**src/rtl/i2c_arb_pkg.sv**
```systemverilog
// Shared types and constants for the I2C command arbiter.
package i2c_arb_pkg;

  // One engine command: {slave_addr, sub_addr, data}.
  localparam int I2C_CMD_W = 24;
  localparam int RETRY_W   = 4;

  typedef enum logic [1:0] {
    IDLE,
    WAIT,
    GAP
  } arb_state_t;

  // Outcome of one engine attempt, decoded in WAIT.
  typedef enum logic [1:0] {
    RES_OK,
    RES_NACK,
    RES_TMO
  } arb_res_t;

  // Counter width that never collapses to zero bits.
  function automatic int cnt_width(input int n);
    return (n > 1) ? $clog2(n) : 1;
  endfunction

endpackage

```
**src/rtl/i2c_rr_pick.sv**
```systemverilog
// Combinational round-robin picker: first set request at or above rr_ptr, wrapping.
module i2c_rr_pick
  import i2c_arb_pkg::*;
#(
  parameter int N_REQ = 3,
  parameter int PTR_W = cnt_width(N_REQ)
) (
  input  logic [N_REQ-1:0] req,
  input  logic [PTR_W-1:0] rr_ptr,
  output logic [N_REQ-1:0] win,
  output logic [PTR_W-1:0] win_idx
);

  int   w_idx;
  logic w_found;

  // Scan N_REQ positions starting at rr_ptr; the first hit wins.
  always_comb begin
    // NOTE: every output and temporary gets a default before the loop so no path leaves one unassigned (no latch).
    win     = '0;
    win_idx = '0;
    w_found = 1'b0;
    w_idx   = 0;
    for (int k = 0; k < N_REQ; k++) begin
      w_idx = (int'(rr_ptr) + k) % N_REQ;
      if (!w_found && req[w_idx]) begin
        w_found      = 1'b1;
        win[w_idx]   = 1'b1;
        win_idx      = PTR_W'(w_idx);
      end
    end
  end

endmodule

```
**src/rtl/i2c_cmd_arbiter.sv**
```systemverilog
// Shares one 24-bit I2C write engine between N_REQ requesters, with NACK retry and timeout.
module i2c_cmd_arbiter
  import i2c_arb_pkg::*;
#(
  parameter int N_REQ       = 3,
  parameter int MAX_RETRY   = 3,
  parameter int TIMEOUT_CYC = 2_000_000
) (
  input  logic                       iCLK,
  input  logic                       iRST_N,
  input  logic [N_REQ-1:0]           req,
  input  logic [I2C_CMD_W*N_REQ-1:0] req_data,
  output logic [N_REQ-1:0]           grant,
  output logic [N_REQ-1:0]           done,
  output logic [N_REQ-1:0]           err,
  output logic                       busy,
  output logic [I2C_CMD_W-1:0]       eng_data,
  output logic                       eng_go,
  input  logic                       eng_end,
  input  logic                       eng_ack
);

  localparam int PTR_W = cnt_width(N_REQ);
  localparam int TMO_W = cnt_width(TIMEOUT_CYC);

  arb_state_t           r_state;
  arb_state_t           r_next;
  logic [PTR_W-1:0]     r_rr_ptr;
  logic [RETRY_W-1:0]   r_retry_cnt;
  logic [TMO_W-1:0]     r_tmo_cnt;
  logic [N_REQ-1:0]     r_grant;
  logic [N_REQ-1:0]     r_done;
  logic [N_REQ-1:0]     r_err;
  logic                 r_busy;
  logic                 r_eng_go;
  logic [I2C_CMD_W-1:0] r_eng_data;

  logic [N_REQ-1:0]     w_win;
  logic [PTR_W-1:0]     w_win_idx;
  logic [PTR_W-1:0]     w_ptr_next;
  logic                 w_tmo_hit;
  logic                 w_attempt_over;
  arb_res_t             w_res;

  i2c_rr_pick #(
    .N_REQ (N_REQ),
    .PTR_W (PTR_W)
  ) u_pick (
    .req     (req),
    .rr_ptr  (r_rr_ptr),
    .win     (w_win),
    .win_idx (w_win_idx)
  );

  assign w_ptr_next     = (w_win_idx == PTR_W'(N_REQ - 1)) ? '0 : w_win_idx + PTR_W'(1);
  assign w_tmo_hit      = (r_tmo_cnt == TMO_W'(TIMEOUT_CYC - 1));
  assign w_attempt_over = w_tmo_hit || eng_end;

  // Classify the current attempt; timeout outranks a same-cycle END.
  always_comb begin
    w_res = RES_OK;
    if (w_tmo_hit)    w_res = RES_TMO;
    else if (eng_ack) w_res = RES_NACK;
  end

  // Arbitration FSM with all outputs registered; async reset drops eng_go at once.
  always_ff @(posedge iCLK or negedge iRST_N) begin
    if (!iRST_N) begin
      r_state     <= IDLE;
      r_next      <= IDLE;
      r_rr_ptr    <= '0;
      r_retry_cnt <= '0;
      r_tmo_cnt   <= '0;
      r_grant     <= '0;
      r_done      <= '0;
      r_err       <= '0;
      r_busy      <= 1'b0;
      r_eng_go    <= 1'b0;
      r_eng_data  <= '0;
    end else begin
      // NOTE: non-blocking assignments everywhere here, so every branch reads pre-edge register values.
      r_done <= '0;
      r_err  <= '0;
      unique case (r_state)
        IDLE: begin
          if (|req) begin
            r_eng_data  <= req_data[w_win_idx*I2C_CMD_W +: I2C_CMD_W];
            r_grant     <= w_win;
            r_eng_go    <= 1'b1;
            r_busy      <= 1'b1;
            r_retry_cnt <= '0;
            r_tmo_cnt   <= '0;
            r_rr_ptr    <= w_ptr_next;
            r_state     <= WAIT;
          end
        end

        WAIT: begin
          r_tmo_cnt <= r_tmo_cnt + TMO_W'(1);
          if (w_attempt_over) begin
            r_eng_go <= 1'b0;
            r_state  <= GAP;
            r_next   <= IDLE;
            unique case (w_res)
              RES_OK:  r_done <= r_grant;
              RES_TMO: r_err  <= r_grant;
              default: begin
                if (r_retry_cnt < RETRY_W'(MAX_RETRY)) begin
                  r_retry_cnt <= r_retry_cnt + RETRY_W'(1);
                  r_next      <= WAIT;
                end else begin
                  r_err <= r_grant;
                end
              end
            endcase
          end
        end

        GAP: begin
          // The engine only re-arms once END has fallen.
          if (!eng_end) begin
            if (r_next == WAIT) begin
              r_eng_go  <= 1'b1;
              r_tmo_cnt <= '0;
              r_state   <= WAIT;
            end else begin
              r_grant <= '0;
              r_busy  <= 1'b0;
              r_state <= IDLE;
            end
          end
        end

        default: r_state <= IDLE;
      endcase
    end
  end

  assign grant    = r_grant;
  assign done     = r_done;
  assign err      = r_err;
  assign busy     = r_busy;
  assign eng_go   = r_eng_go;
  assign eng_data = r_eng_data;

endmodule

```
**config.mk**
```make
export PLATFORM = sky130hd
export DESIGN_NAME = i2c_cmd_arbiter
export DESIGN_NICKNAME = d
export VERILOG_FILES = /design/src/rtl/i2c_arb_pkg.sv /design/src/rtl/i2c_rr_pick.sv /design/src/rtl/i2c_cmd_arbiter.sv
export SDC_FILE = /design/constraint.sdc
export NUM_CORES = 1
export LEC_CHECK = 0
export BUFFER_PORTS_ARGS = -buffer_cell sky130_fd_sc_hd__buf_2
export CAP_MARGIN = 20
export CORE_ASPECT_RATIO = 0.7
export CORE_UTILIZATION = 55
export CTS_BUF_LIST = sky130_fd_sc_hd__clkbuf_8
export DETAILED_ROUTE_END_ITERATION = 8
export PLACE_DENSITY = 0.9
export SETUP_SLACK_MARGIN = 0.1
export SYNTH_ARGS = -nofsm -noshare
export SYNTH_HDL_FRONTEND = slang
export SYNTH_SLANG_ARGS = --single-unit
```
**constraint.sdc**
```tcl
create_clock -name iCLK -period 5.3 [get_ports iCLK]
set_input_delay 0.265 -clock iCLK [delete_from_list [all_inputs] [get_ports iCLK]]
set_output_delay 0.265 -clock iCLK [all_outputs]
set_load 0.03 [all_outputs]
```
* Yosys cells after proc, flatten, opt, wreduce, memory -nomap -nowiden
Cells that the tools add are included.
W data, S select, Z words.
** Storage, ports and cells
- Register bits after elaboration :: 66
- Input port bits :: 79
- Output and inout bits :: 35
- Logic and storage cells :: 126
** Operators by class
- $add $sub $neg :: 5
- $mul :: 1
- Divide/modulo/power cells :: 3
- $lt $le $gt $ge :: 7
- Equality and inequality tests :: 13
- Shift-type cells :: 1
- Muxes and demuxes :: 61
- Bitwise logic cells :: 2
- Reductions and logical operators :: 22
** Operators by type and width (count)
- $ge A32 B1 Y1 const B :: 3
- $lt A32 B4 Y1 const B :: 3
- $shiftx A72 B8 Y24 :: 1
- $mod A32 B3 Y32 const B :: 2
- $mux W21 :: 3
- $pmux W21 S3 :: 1
- $mux W3 :: 12
- $mod A3 B3 Y32 const B :: 1
- $add A21 B1 Y21 const B :: 1
- $eq A21 B21 Y1 const B :: 1
- $mux W1 :: 21
- $mux W2 :: 8
- $mux W4 :: 4
- $ne A2 B2 Y1 const B :: 7
- $pmux W3 S2 :: 2
- $reduce_and A5 Y1 :: 2
- $pmux W4 S2 :: 1
- $reduce_and A4 Y1 :: 2
- $bmux W1 S2 :: 3
- $demux W1 S2 :: 3
- $eq A2 B2 Y1 const B :: 3
- $or A3 B3 Y3 :: 2
- $pmux W2 S3 :: 1
- $logic_and A1 B1 Y1 :: 5
- other kinds (18) :: 23

* Depth between registers and ports, before layout
- Depth in word-level cells :: 13
- Gate-level depth with buffers :: 10
- Mapped depth without buffers :: 7

* Cells and area by module
From an unflattened synthesis, not the netlist that was laid out.
** Second synthesis, totals
- Cells, all modules :: 387
- Area total of the unflattened synthesis :: 3568.4 µm²
** By module, submodules not included
- i2c_cmd_arbiter :: times used 1, cells an instance 345, area an instance 3260.6 µm², sequential area each 1626.6 µm²
- i2c_rr_pick :: times used 1, cells an instance 42, area an instance 307.8 µm², sequential area each 0.0 µm²

* Worst setup path after synthesis
No wires, ideal clock.
- Path kind :: register to register
- From :: register r_rr_ptr[0]
- To :: register r_eng_data[10] (netlist: eng_data[10])
- Setup time :: 0.130 ns
- Data arrival time :: 2.029 ns
- Required time :: 5.170 ns
- Slack :: 3.141 ns
- Cell stages (with the launch flop) :: 11
- Path buffers :: 3
- Period minus slack after synthesis :: 2.159 ns
- Cells stage by stage :: dfrtp_1 > inv_1 > ha_1 > buf_2 > nor2b_1 > o2111a_1 > buf_2 > buf_6 > mux2_2 > mux2i_1 > o21ai_1
** On the way
- Word-level cells in the longest chain between the ends :: 13
- Elaborated cells on any way between the ends :: 25
- Classes of those cells :: 2 x add/sub; 1 x mul; 3 x div; 1 x shift; 14 x mux; 4 x reduce/logical
** RTL lines
- start, declared :: line i2c_cmd_arbiter.sv:28 : logic [PTR_W-1:0] r_rr_ptr;
- start signal, assigned :: line i2c_cmd_arbiter.sv:93 : r_rr_ptr <= w_ptr_next;
- parallel branches: the longest is 10 deep, another holds $mod A32 B3 Y32
- $mux W2 (*) :: line i2c_rr_pick.sv:26 : if (!w_found && req[w_idx]) begin
- $mul A2 B2 Y4 (*) :: line i2c_cmd_arbiter.sv:87 : r_eng_data <= req_data[w_win_idx*I2C_CMD_W +: I2C_CMD_W];
- $shiftx A72 B8 Y24 (*) :: line i2c_cmd_arbiter.sv:87
- end signal, assigned :: line i2c_cmd_arbiter.sv:87
- end, declared :: line i2c_cmd_arbiter.sv:36 : logic [I2C_CMD_W-1:0] r_eng_data;
Mark *: on every way between the ends. The select of a mux whose other input is x is not followed.
A chain may end at the register's enable or synchronous reset.

* Worst setup path in the final report
- From :: register r_rr_ptr[1]
- To :: register r_eng_data[5] (netlist: eng_data[5])
Same word-level chain as after synthesis.

==> results.toml <==
[outcome]
status = "completed"

[placement]
gp_congestion = 0.8359
dp_cells = 530
dp_hpwl_um = 6108
port-buffer-count = 113

[die]
initial_core_util = 0.5760
rows = 24
pin_count = 114
die_w_um = 99.13
core_mm2 = 0.006306
die_h_um = 69.99
die_area_mm2 = 0.006938

[synthesis]
synth-main-ff-cell = "dfrtp_1"
synth_edf_count = 0
synth_fp_nets = 446
ys.warnings.count = 0
synth_xor_area_frac = 0.03135
syn_area_per_cell_um2 = 10.06
yosysUniqueCellTypes = 53
seq_area_frac_synth = 0.4478
synth_compound_area_frac = 0.1233
synth-simple-area-share = 0.1833
ys_ff_latch = 65
synth.cell_area_mm2 = 0.003632
netlist_instances = 361
synthAdderAreaFrac = 0.02067
synth_top_family_by_area = "simple AND/OR/NAND/NOR gates"
synthMuxAreaShare = 0.1519
ys_async_sr_fraction = 1.000

[timing]
setup_tns_ns = 0
worstMarginPinSlew_ns = 1.122
max_freq_ghz = 0.3727
setup_viol = 0
hold_viol = 0
rsz0062_at_grt = "false"
fin_worst_skew_ns = 0.01109
period_needed_ns = 2.683
max_slew_margin = 0.2522
finalCritPeriodShare = 0.5063
maxSlewViolCount = 0

[layout]
layout_commonest_cell = "buf_2"
antenna_cells = 0
final-seq-area_mm2 = 0.001627
multi_input_area_mm2 = 0.001873
nets = 550
drive_gt1_frac = 0.3205
fin_cells = 546
most-common-layout-cells = "buf_2, dfrtp_1, nand2_1"
post-route-util = 0.6962
syn_to_final_growth_pct = 20.87
num-fill-cells = 482

[route]
via_per_inst = 5.745
top_layer_used = "met4"
wl_met2_um = 4124
drt_iter0_drc = 146
firstDrtPassIters = 5
met3_wirelength_um = 611
ant_nets = 0
drt-met1-wl_um = 3812
num_vias = 3137
drc = 0
routed_wl_um = 8777
routedWlPerCell_um = 16.08

[critical_path]
critPathArrivalTime_ns = 2.87
critPathKind = "reg2reg"
cp.required_ns = 5.49
end_kind = "flip-flop"
startpoint_type = "flip-flop"
cp_max_fo = 26
r2r_slack_ns = 2.62

[min_path]
hold_path.class = "in2async"

[global_route]
overflow = 0
antenna_found_initial = 0
grt_pass1_vias = 3111
track_usage = 0.2693
grt_start_max_net_pins = 66
grt_pass1_wl_um = 14420

[clock_tree]
clk_pin_slew_worst_paths_ns = 0.07
postCtsSetupBuffers = 0
cts_resized = 0
cts.htree.levels = 3
ctsHoldBuffers = 0
cts.path.max_buffers = 2
numCtsBuffers = 9
cts_sinks = 65
cts-root-buf = "clkbuf_8"
cts_tree = "built"
clk_latency_ns = 0.35

[power_and_ir_drop]
ir_worst_vdd_v = 0.0003236
powerDensity_mw_per_mm2 = 513.6
leakage_nw = 2.160

[job]
drv_cap = 0
==> where the power goes <==
part / internal, mW / total, mW / switching, mW / leakage [nW]
clock: 0.185 / 0.366 / 0.181 / 0.0951
combinational: 0.401 / 1.14 / 0.739 / 1.22
sequential: 0.643 / 0.749 / 0.105 / 0.846
total: 1.23 / 2.25 / 1.03 / 2.16
==> area by class of cell <==
cell class              instances  share of cell area
repair buffers                116              0.1385
clock buffers                  11             0.03448
multi-input cells             267              0.4266
clock inverters                 3            0.002565
well taps                      78             0.02223
flip-flops and latches         65              0.3705
inverters                       6            0.005130
==> metrics by stage <==
stage                     hold slack, ns  setup WS (ns)  instance area (um^2)  power, mW
final                            0.08899          2.617                  4390      2.255
after global routing              0.1443          2.443                  4390      2.402
after CTS                         0.1242          2.299                  4355      2.233
after detailed placement          0.4661          2.320                  4193      1.862
after global placement            0.4582          2.518                  4193      1.812
after floorplan                 -0.03059          3.141                  3632      1.584
==> worst paths after layout <==
| check | depth (start not counted) | start | to |
|---|---|---|---|
| worst max-delay path | 6 | r_rr_ptr[1]$_DFFE_PN0P_ | eng_data[5]$_DFFE_PN0P_ |
| worst min-delay path | 2 | iRST_N | grant[0]$_DFFE_PN0P_ |
| worst max register to register | 6 | r_rr_ptr[1]$_DFFE_PN0P_ | eng_data[5]$_DFFE_PN0P_ |
| worst min register to register | 2 | eng_data[18]$_DFFE_PN0P_ | eng_data[18]$_DFFE_PN0P_ |
| max in group asynchronous | 2 | iRST_N | eng_data[5]$_DFFE_PN0P_ |
| min in group iCLK | 3 | req_data[36] | eng_data[12]$_DFFE_PN0P_ |
==> synthesized netlist by cell type, drive strengths merged, types with 8 or more instances <==
cell type  instances  share of area
xnor2              9          0.022
o21ai             41          0.056
nor3              11          0.015
mux2              25          0.078
mux2i             27          0.074
clkbuf             8         0.0083
nand2             41          0.042
nand3              8          0.014
dfrtp             65           0.45
buf               15          0.027
nor2              22          0.023
and2               8          0.014
==> critical path, stage by stage, from the launching register on <==
cell      delay [ns]
dfrtp_1         0.45
inv_1           0.10
ha_1            0.47
a21oi_1         0.20
o221ai_4        0.91
mux2i_1         0.27
o21ai_0         0.11
==> layer usage <==
metal | track usage | vias up
met3 | 0.1011 | 28
met4 | 0.1095 | 0
met1 | 0.3336 | 1472
met5 | 0 | -
li1 | - | 1504
met2 | 0.4274 | 133
==> cells by family after synthesis <==
logic type / count (synthesis)
buffers and inverters: 29
AO/OA/AOI/OAI: 72
flip-flops: 65
XOR/XNOR: 13
AND/OR/NAND/NOR: 124
adder cells (fa/ha/maj): 6
multiplexers: 52
==> state kept, by name, summed over array words and instances, names as in the netlist <==
signal,count
busy,1
done,3
eng_data,24
eng_go,1
err,3
grant,3
r_next,1
r_retry_cnt,4
r_rr_ptr,2
r_state,2
r_tmo_cnt,21
Note: power is estimated with default switching activity, not from simulation.
